File: config.mk
export PLATFORM = sky130hd
export DESIGN_NAME = sar_result_averager
export DESIGN_NICKNAME = d
export VERILOG_FILES = /design/src/rtl/sar_result_averager.sv
export SDC_FILE = /design/constraint.sdc
export NUM_CORES = 1
export LEC_CHECK = 0
export CAP_MARGIN = 20
export CORE_MARGIN = 2
export CORE_UTILIZATION = 64
export CTS_BUF_LIST = sky130_fd_sc_hd__clkbuf_4
export CTS_CLUSTER_DIAMETER = 100
export DETAILED_ROUTE_END_ITERATION = 7
export GPL_TIMING_DRIVEN = 1
export PLACE_DENSITY = 0.93
export REMOVE_ABC_BUFFERS = 1
export SKIP_LAST_GASP = 1
export SLEW_MARGIN = 5
export SYNTH_ARGS = -nofsm -noshare
export SYNTH_HDL_FRONTEND = slang
export SYNTH_SLANG_ARGS = --single-unit
export TNS_END_PERCENT = 10
File: constraint.sdc
create_clock -name clk -period 3.8 [get_ports clk]
set_clock_uncertainty 0.1 [all_clocks]
set_input_delay 0.38 -clock clk [delete_from_list [all_inputs] [get_ports clk]]
set_output_delay 0.38 -clock clk [all_outputs]
set_load 0.005 [all_outputs]
File: src/rtl/sar_result_averager.sv
// ----------------------------------------------------------------------------
// sar_result_averager
//
// Sits downstream of the 10-bit SAR conversion logic. It captures one
// conversion result on each rising edge of eoc, averages 2**LOG2_AVG
// consecutive results with round-half-up, and queues each average in a small
// first-word-fall-through FIFO. A consumer drains the FIFO with a valid/ready
// handshake. If an average arrives while the FIFO is full and nothing is
// popped in that cycle, the average is dropped and the sticky overrun flag is
// raised.
//
// Parameters
//   N_BITS      width of the SAR result and of each averaged output
//   LOG2_AVG    log2 of samples per average, 0..4 (0 = pass-through)
//   DEPTH_LOG2  log2 of the output FIFO depth
//
// Ports
//   clk         system clock, shared with the SAR logic
//   rst         asynchronous active-low reset
//   en          1 = accept eoc edges, 0 = ignore them (accumulator holds)
//   clr         synchronous clear of accumulator, count, FIFO and overrun
//   sar         conversion result from the SAR logic
//   eoc         end of conversion, level or pulse; only rising edges count
//   dout        FIFO head (averaged result), 0 while the FIFO is empty
//   dout_valid  FIFO is non-empty
//   dout_ready  consumer takes dout this cycle
//   fill        exact FIFO occupancy, 0..2**DEPTH_LOG2
//   overrun     sticky: an average was dropped because the FIFO was full
// ----------------------------------------------------------------------------
module sar_result_averager #(
    parameter int N_BITS     = 10,
    parameter int LOG2_AVG   = 2,
    parameter int DEPTH_LOG2 = 2
) (
    input  logic                  clk,
    input  logic                  rst,
    input  logic                  en,
    input  logic                  clr,
    input  logic [N_BITS-1:0]     sar,
    input  logic                  eoc,
    output logic [N_BITS-1:0]     dout,
    output logic                  dout_valid,
    input  logic                  dout_ready,
    output logic [DEPTH_LOG2:0]   fill,
    output logic                  overrun
);

    // The accumulator carries LOG2_AVG extra bits so a full window of
    // all-ones samples plus the rounding term can never wrap.
    localparam int ACC_W  = N_BITS + LOG2_AVG;
    localparam int CNT_W  = (LOG2_AVG > 0) ? LOG2_AVG : 1;
    localparam int DEPTH  = 2 ** DEPTH_LOG2;
    localparam int LAST_I = (2 ** LOG2_AVG) - 1;
    localparam int HALF_I = (2 ** LOG2_AVG) / 2;

    localparam logic [CNT_W-1:0]    CNT_LAST  = LAST_I[CNT_W-1:0];
    localparam logic [ACC_W-1:0]    ROUND_ADD = HALF_I[ACC_W-1:0];
    localparam logic [DEPTH_LOG2:0] FILL_FULL = DEPTH[DEPTH_LOG2:0];

    logic                    r_eoc_d;
    logic [ACC_W-1:0]        r_acc;
    logic [CNT_W-1:0]        r_cnt;
    logic [N_BITS-1:0]       r_mem [DEPTH];
    logic [DEPTH_LOG2-1:0]   r_wr_ptr;
    logic [DEPTH_LOG2-1:0]   r_rd_ptr;
    logic [DEPTH_LOG2:0]     r_fill;
    logic                    r_overrun;

    logic                    w_sample;
    logic                    w_last;
    logic [ACC_W-1:0]        w_sum;
    logic [ACC_W-1:0]        w_round;
    logic [ACC_W-1:0]        w_shift;
    logic [N_BITS-1:0]       w_avg;
    logic                    w_unused_shift;
    logic                    w_empty;
    logic                    w_full;
    logic                    w_push_req;
    logic                    w_push;
    logic                    w_pop;

    // A sample is the first cycle eoc is seen high. Because r_eoc_d resets
    // to 0, an eoc that is already high when reset releases counts once.
    assign w_sample = en & eoc & ~r_eoc_d;
    assign w_last   = (r_cnt == CNT_LAST);

    // With LOG2_AVG = 0 the rounding term is zero and the shift is a
    // no-op, so the same datapath gives a plain pass-through.
    assign w_sum          = r_acc + ACC_W'(sar);
    assign w_round        = w_sum + ROUND_ADD;
    assign w_shift        = w_round >> LOG2_AVG;
    assign w_avg          = w_shift[N_BITS-1:0];
    assign w_unused_shift = ^w_shift;

    // clr overrides any push or pop. A push into a full FIFO only proceeds
    // when the head is popped in the same cycle, which frees its slot.
    assign w_empty    = (r_fill == '0);
    assign w_full     = (r_fill == FILL_FULL);
    assign w_pop      = ~w_empty & dout_ready & ~clr;
    assign w_push_req = w_sample & w_last & ~clr;
    assign w_push     = w_push_req & (~w_full | w_pop);

    assign dout       = w_empty ? '0 : r_mem[r_rd_ptr];
    assign dout_valid = ~w_empty;
    assign fill       = r_fill;
    assign overrun    = r_overrun;

    // Edge-detect register; keeps tracking eoc even during clr.
    always_ff @(posedge clk or negedge rst) begin
        if (!rst) begin
            r_eoc_d <= 1'b0;
        end else begin
            r_eoc_d <= eoc;
        end
    end

    // Accumulator and sample counter. The final sample of a window is
    // folded in via w_sum rather than stored, then both restart at zero.
    always_ff @(posedge clk or negedge rst) begin
        if (!rst) begin
            r_acc <= '0;
            r_cnt <= '0;
        end else if (clr) begin
            r_acc <= '0;
            r_cnt <= '0;
        end else if (w_sample) begin
            if (w_last) begin
                r_acc <= '0;
                r_cnt <= '0;
            end else begin
                r_acc <= w_sum;
                r_cnt <= r_cnt + 1'b1;
            end
        end
    end

    // FIFO storage needs no reset: the head is only shown when fill > 0.
    always_ff @(posedge clk) begin
        if (w_push) begin
            r_mem[r_wr_ptr] <= w_avg;
        end
    end

    // FIFO pointers, exact occupancy count and the sticky overrun flag.
    // Pointers are DEPTH_LOG2 bits wide so they wrap naturally.
    always_ff @(posedge clk or negedge rst) begin
        if (!rst) begin
            r_wr_ptr  <= '0;
            r_rd_ptr  <= '0;
            r_fill    <= '0;
            r_overrun <= 1'b0;
        end else if (clr) begin
            r_wr_ptr  <= '0;
            r_rd_ptr  <= '0;
            r_fill    <= '0;
            r_overrun <= 1'b0;
        end else begin
            if (w_push) begin
                r_wr_ptr <= r_wr_ptr + 1'b1;
            end
            if (w_pop) begin
                r_rd_ptr <= r_rd_ptr + 1'b1;
            end
            case ({w_push, w_pop})
                2'b10:   r_fill <= r_fill + 1'b1;
                2'b01:   r_fill <= r_fill - 1'b1;
                default: r_fill <= r_fill;
            endcase
            if (w_push_req && !w_push) begin
                r_overrun <= 1'b1;
            end
        end
    end

endmodule
==> results.tsv, run 1 <==
metric	value	unit
status	finished clean	
path_class	in2reg	
synth.top_cell.area_share	0.350	
final_area	3970	um2
synthXorXnorAreaFrac	0.0641	
clock.fmax	333	MHz
dp_hpwl	4540	um
ys_seq_elements	63	
coreArea	5140	um2
rsz0062_at_grt	no	
vias	2289	
critPathRequiredTime	3.90	ns
ant_nets	0	
gp_congestion	0.877	
drt-wirelength-per-cell	17.8	um
ys_async_sr_fraction	0.365	
crit_top_cell	ha_1	
htreeDepth	3	
diodes	0	
cts_setup_buffers	0	
antenna_found_initial	0	
setup_viol	0	
slowest_stage	fa_1	
hold_viol_final	0	
crit_path_end_kind	flop	
syn_avg_cell_area	13.0	um2
port_buffers	30	
max_stage_delay	0.45	ns
maxCapViolations	0	
dr.pass1.iters	4	
yosysSeqAreaShare	0.517	
route.detailed.drc	0	
yosysWarnings	0	
die_area	5970	um2
synth-adder-area-share	0.0700	
synth_mux_area_frac	0.0747	
grt-ovfl-total	0	
syn_inst	264	
cts.sinks	63	
synthSimpleGateAreaFrac	0.129	
tightest_slew	0.931	ns
hold_class	in2async	
synth_ff_type	edfxtp_1	
relSlewSlack	0.378	
ir_drop	0.256	mV
cts_resized	0	
setup_tns	0	ns
synth_cell_types	54	
crit_chain	clkdlybuf4s50_1 > ha_1 > fa_1 > xor2_1 > ha_1 > nand2b_1 > a21oi_1 > o211ai_1 > nor4_2 > nand4_1 > xnor2_1	
cp_max_fo	4	
clock_latency	0.41	ns
die_w	77.2	um
worstPathArrival	3.10	ns
fp.dieH	77.2	um
syn2layout_area_growth	15.6	%
grt_pass1_vias	2377	
ctsLongestPathBuffers	2	
clock_tree.root_cell	clkbuf_4	
cts_made_buffers	9	
layout-drive-gt1-share	0.131	
synth_edf_count	40	
wl	6680	um
ios	31	
ys_top_cells_by_area	edfxtp_1 (35%), dfrtp_1 (17%), mux4_2 (6.6%)	
final.min_clock_period	3.00	ns
viasPerCell	6.10	
cts_tree	done	
worstRegToRegCells	10	
syn_area	3430	um2
dr.first_iter.drc_count	115	
hold_ws	0.156	ns
grt_pass1_wl	11200	um
grt_max_degree	24	
period_share	0.789	
nets	334	
power.leakage	1.53	nW
cts.reportedPaths.clkPinSlew	0.11	ns
power.total	1.38	mW
rows	26	
placed_cell_area	3810	um2
initial_core_util	0.668	
ctsHoldBuffers	0	
cp-start-kind	input pin	
yosys-top-cells-count	edfxtp_1 (40), dfrtp_1 (23), ha_1 (16)	
yosysMostFrequentCell	edfxtp_1	
synth_compound_area_frac	0.127	
powerDensity	348	nW/um2
grt_usage	0.245	
yosys.area.top_type	edfxtp_1	
final_max_slew_viol_count	0	
synth_top_family_by_area	simple AND/OR/NAND/NOR gates	
-- cells by family after synthesis --
kind of cell | count (synthesis)
and+or+nand+nor | 74
DFF | 63
AOI/OAI and AO/OA | 57
xor gates and xnor gates | 23
adders and majority gates | 18
buffers and inverters | 16
muxes | 13
-- final cells by class --
| class | count | area [um2] |
|---|---|---|
| Sequential cell | 63 | 1780 |
| Multi-Input combinational cell | 185 | 1600 |
| Fill cell | 335 | 1170 |
| Timing Repair Buffer | 34 | 350 |
| Tap cell | 70 | 87.6 |
| Clock buffer | 11 | 82.6 |
| Clock inverter | 5 | 50.0 |
| Inverter | 7 | 26.3 |
-- critical path: cells and delay by family --
family | cells | cell delay (ns)
fa+ha+maj | 3 | 0.96
xor+xnor | 2 | 0.55
simple gates | 3 | 0.46
buf+inv | 1 | 0.41
compound gates | 2 | 0.33
-- flip-flops by register name, indices dropped and copies added (netlist names) --
| register | flops |
|---|---|
| fill | 3 |
| overrun | 1 |
| r_acc | 12 |
| r_cnt | 2 |
| r_eoc_d | 1 |
| r_mem | 40 |
| r_rd_ptr | 2 |
| r_wr_ptr | 2 |
-- layer usage --
| layer | GRT usage | vias to the layer above | share of wire |
|---|---|---|---|
| li1 | - | 1083 | - |
| met1 | 0.320 | 1113 | 0.43 |
| met2 | 0.392 | 75 | 0.50 |
| met3 | 0.0565 | 18 | 0.047 |
| met4 | 0.114 | 0 | 0.021 |
| met5 | 0 | - | 0 |
-- report_power, final --
| group | leakage, nW | internal, mW | switching, mW |
|---|---|---|---|
| logic | 0.770 | 0.0716 | 0.106 |
| clock network | 0.0719 | 0.210 | 0.240 |
| registers | 0.686 | 0.751 | 0.00406 |
| total | 1.53 | 1.03 | 0.350 |
-- path summary, 6_finish.rpt --
check	startpoint	to	slack, ns
min in group clk	eoc	r_eoc_d	0.34
setup / recovery	sar[0]	r_mem[1][9]	0.80
max in group asynchronous	rst	r_acc[4]	3.00
hold reg to reg	r_acc[7]	r_acc[7]	0.42
hold / removal	rst	r_acc[0]	0.16
setup reg to reg	r_acc[0]	r_mem[1][9]	0.80
-- metrics by stage --
| step | utilization | worst slack (ns) | std cells |
|---|---|---|---|
| after floorplan | - | 1.17 | 255 |
| after global placement | 0.741 | 0.620 | 358 |
| after detailed placement | 0.741 | 0.447 | 358 |
| after CTS | 0.767 | 0.836 | 374 |
| after global routing | 0.772 | 0.556 | 375 |
| final | 0.772 | 0.801 | 375 |
-- placed cells by master, fill, tap and decap left out, types with 3 or more instances in the layout --
cell type	instances
a211oi_1	3
a21o_1	5
a21oi_1	12
a22o_1	11
and2_1	13
and3_1	4
and4_1	4
buf_4	3
clkbuf_4	11
clkdlybuf4s50_1	30
dfrtp_1	23
edfxtp_1	40
ha_1	16
inv_1	7
mux4_2	10
nand2_1	7
nand2b_1	6
nand3_1	8
nor2_1	10
nor2b_1	4
nor3_1	4
o211ai_1	5
o21ai_0	4
xnor2_1	13
xor2_1	9
No activity file was read; power rests on OpenSTA's default activity.
==> run 2, diff against run 1 <==
--- a/config.mk
+++ b/config.mk
@@ -7,12 +7,12 @@
 export LEC_CHECK = 0
 export CAP_MARGIN = 20
 export CORE_MARGIN = 2
-export CORE_UTILIZATION = 64
+export CORE_UTILIZATION = 60
 export CTS_BUF_LIST = sky130_fd_sc_hd__clkbuf_4
 export CTS_CLUSTER_DIAMETER = 100
 export DETAILED_ROUTE_END_ITERATION = 7
 export GPL_TIMING_DRIVEN = 1
-export PLACE_DENSITY = 0.93
+export PLACE_DENSITY = 0.89
 export REMOVE_ABC_BUFFERS = 1
 export SKIP_LAST_GASP = 1
 export SLEW_MARGIN = 5
==> constraint.sdc (replaced) <==
create_clock -name clk -period 3 [get_ports clk]
set_clock_uncertainty 0.1 [all_clocks]
set_input_delay 0.3 -clock clk [delete_from_list [all_inputs] [get_ports clk]]
set_output_delay 0.3 -clock clk [all_outputs]
set_load 0.005 [all_outputs]
==> run 2 against run 1 <==
Against the previous run: sequential power is 27% higher; total power increased by 22%; non-clock buffer count up 13; highest routed layer unchanged.
==> results.tsv, run 2 (synthesis results as in run 1) <==
metric	value	unit	change
tightest_slew	0.556	ns	was 0.931 ns
powerDensity	417	nW/um2	was 348 nW/um2
syn2layout_area_growth	17.6	%	was 15.6%
post-route-util	0.733		was 0.772
setup_tns	0	ns	unchanged
dr.first_iter.drc_count	131		was 115
wl	6800	um	was 6680 um
cts.reportedPaths.clkPinSlew	0.11	ns	about the same
critPathRequiredTime	3.03	ns	was 3.90 ns
antenna_found_initial	0		unchanged
cp_max_fo	4		unchanged
final_cell_mix	edfxtp_1 (40), clkdlybuf4s50_1 (30), dfrtp_1 (23)		unchanged
fp.dieH	79.6	um	was 77.2 um
port_buffers	30		unchanged
ant_nets	0		unchanged
cts_tree	done		unchanged
hold_ws	0.153	ns	was 0.156 ns
worstPathArrival	2.87	ns	was 3.10 ns
ctsHoldBuffers	0		unchanged
cts.sinks	63		unchanged
grt-ovfl-total	0		unchanged
die_w	79.6	um	was 77.2 um
maxCapViolations	0		unchanged
clock_tree.root_cell	clkbuf_4		unchanged
grt_pass1_wl	11300	um	was 11200 um
cp-start-kind	flop		was input pin
rows	27		was 26
initial_core_util	0.623		was 0.668
final_max_slew_viol_count	0		unchanged
final.min_clock_period	2.84	ns	
htreeDepth	3		unchanged
grt_max_degree	24		unchanged
rsz0062_at_grt	yes		was no
largest_reg_flops	40		unchanged
cts_resized	0		unchanged
dp_hpwl	4990	um	was 4540 um
relSlewSlack	0.630		was 0.378
route.detailed.drc	0		unchanged
viasPerCell	6.04		was 6.10
cts_made_buffers	9		unchanged
diodes	0		unchanged
layout_commonest_cell	edfxtp_1		unchanged
gp_congestion	0.883		was 0.877
cts_setup_buffers	0		unchanged
path_class	reg2reg		was in2reg
clock_latency	0.39	ns	was 0.41 ns
power.leakage	1.59	nW	was 1.53 nW
crit_path_end_kind	flop		unchanged
die_area	6340	um2	was 5970 um2
vias	2355		was 2289
ios	31		unchanged
nets	347		was 334
status	finished clean		unchanged
regMostFlops	r_mem		unchanged
hold_class	in2async		unchanged
coreArea	5510	um2	was 5140 um2
setup_viol	0		unchanged
layout-drive-gt1-share	0.173		was 0.131
clock.fmax	352	MHz	
ctsLongestPathBuffers	2		unchanged
grt_pass1_vias	2325		was 2377
ir_drop	0.337	mV	was 0.256 mV
dr.pass1.iters	4		unchanged
drt-wirelength-per-cell	17.4	um	was 17.8 um
grt_usage	0.239		was 0.245
hold_viol_final	0		unchanged
period_share	0.948		
==> run 2: cell types whose count changed in the layout (fill, tap and decap cells not counted), sizes merged <==
cell and delta:
buf +13, clkbuf -2, bufinv -1, inv +2, clkinv +1
==> run 2: layout make-up <==
type / instances / area (um2)
clock buffers: 9 / 67.6
multi-input cells: 185 / 1600
fillers: 371 / 1470
well taps: 72 / 90.1
flip-flops and latches: 63 / 1780
clock inverters: 7 / 47.5
repair buffers: 47 / 428
inverters: 7 / 26.3
==> run 2: final timing paths <==
path                       startpoint           to  slack, ns  cells after the start
hold / removal                    rst     r_acc[1]       0.15                      2
hold reg to reg              r_acc[2]     r_acc[2]       0.43                      1
min in group clk                  eoc      r_eoc_d       0.29                      1
setup reg to reg             r_acc[0]  r_mem[3][9]       0.16                      8
setup / recovery             r_acc[0]  r_mem[3][9]       0.16                      8
max in group asynchronous         rst      overrun       2.40                      2
==> run 2: routing by layer <==
layer,part of all wire,track usage
met2,0.51,0.404
met5,0,0
met4,0.018,0.0793
met1,0.44,0.313
met3,0.031,0.0441
==> run 2: stage by stage <==
| step | area [um2] | power (mW) | instances | setup slack [ns] |
|---|---|---|---|---|
| final | 4040 | 1.69 | 390 | 0.155 |
| after global routing | 4040 | 1.76 | 390 | -0.0133 |
| after global placement | 3920 | 1.20 | 374 | -0.0136 |
| after detailed placement | 3920 | 1.21 | 374 | -0.193 |
| after CTS | 4030 | 1.69 | 390 | 0.111 |
| after floorplan | 3400 | 1.12 | 255 | 0.394 |
==> run 2: critical path, stage by stage (launching register included) <==
cell and delay [ns]:
dfrtp_1 0.40, ha_1 0.21, fa_1 0.43, a21o_1 0.26
a221oi_4 0.30, xnor2_1 0.15, nor4_2 0.33, nand4_1 0.19
xnor2_2 0.19
==> run 2: where the power goes <==
group / switching [mW] / internal (mW) / total (mW)
Combinational: 0.137 / 0.107 / 0.244
Sequential: 0.00480 / 0.951 / 0.956
Clock: 0.315 / 0.172 / 0.487
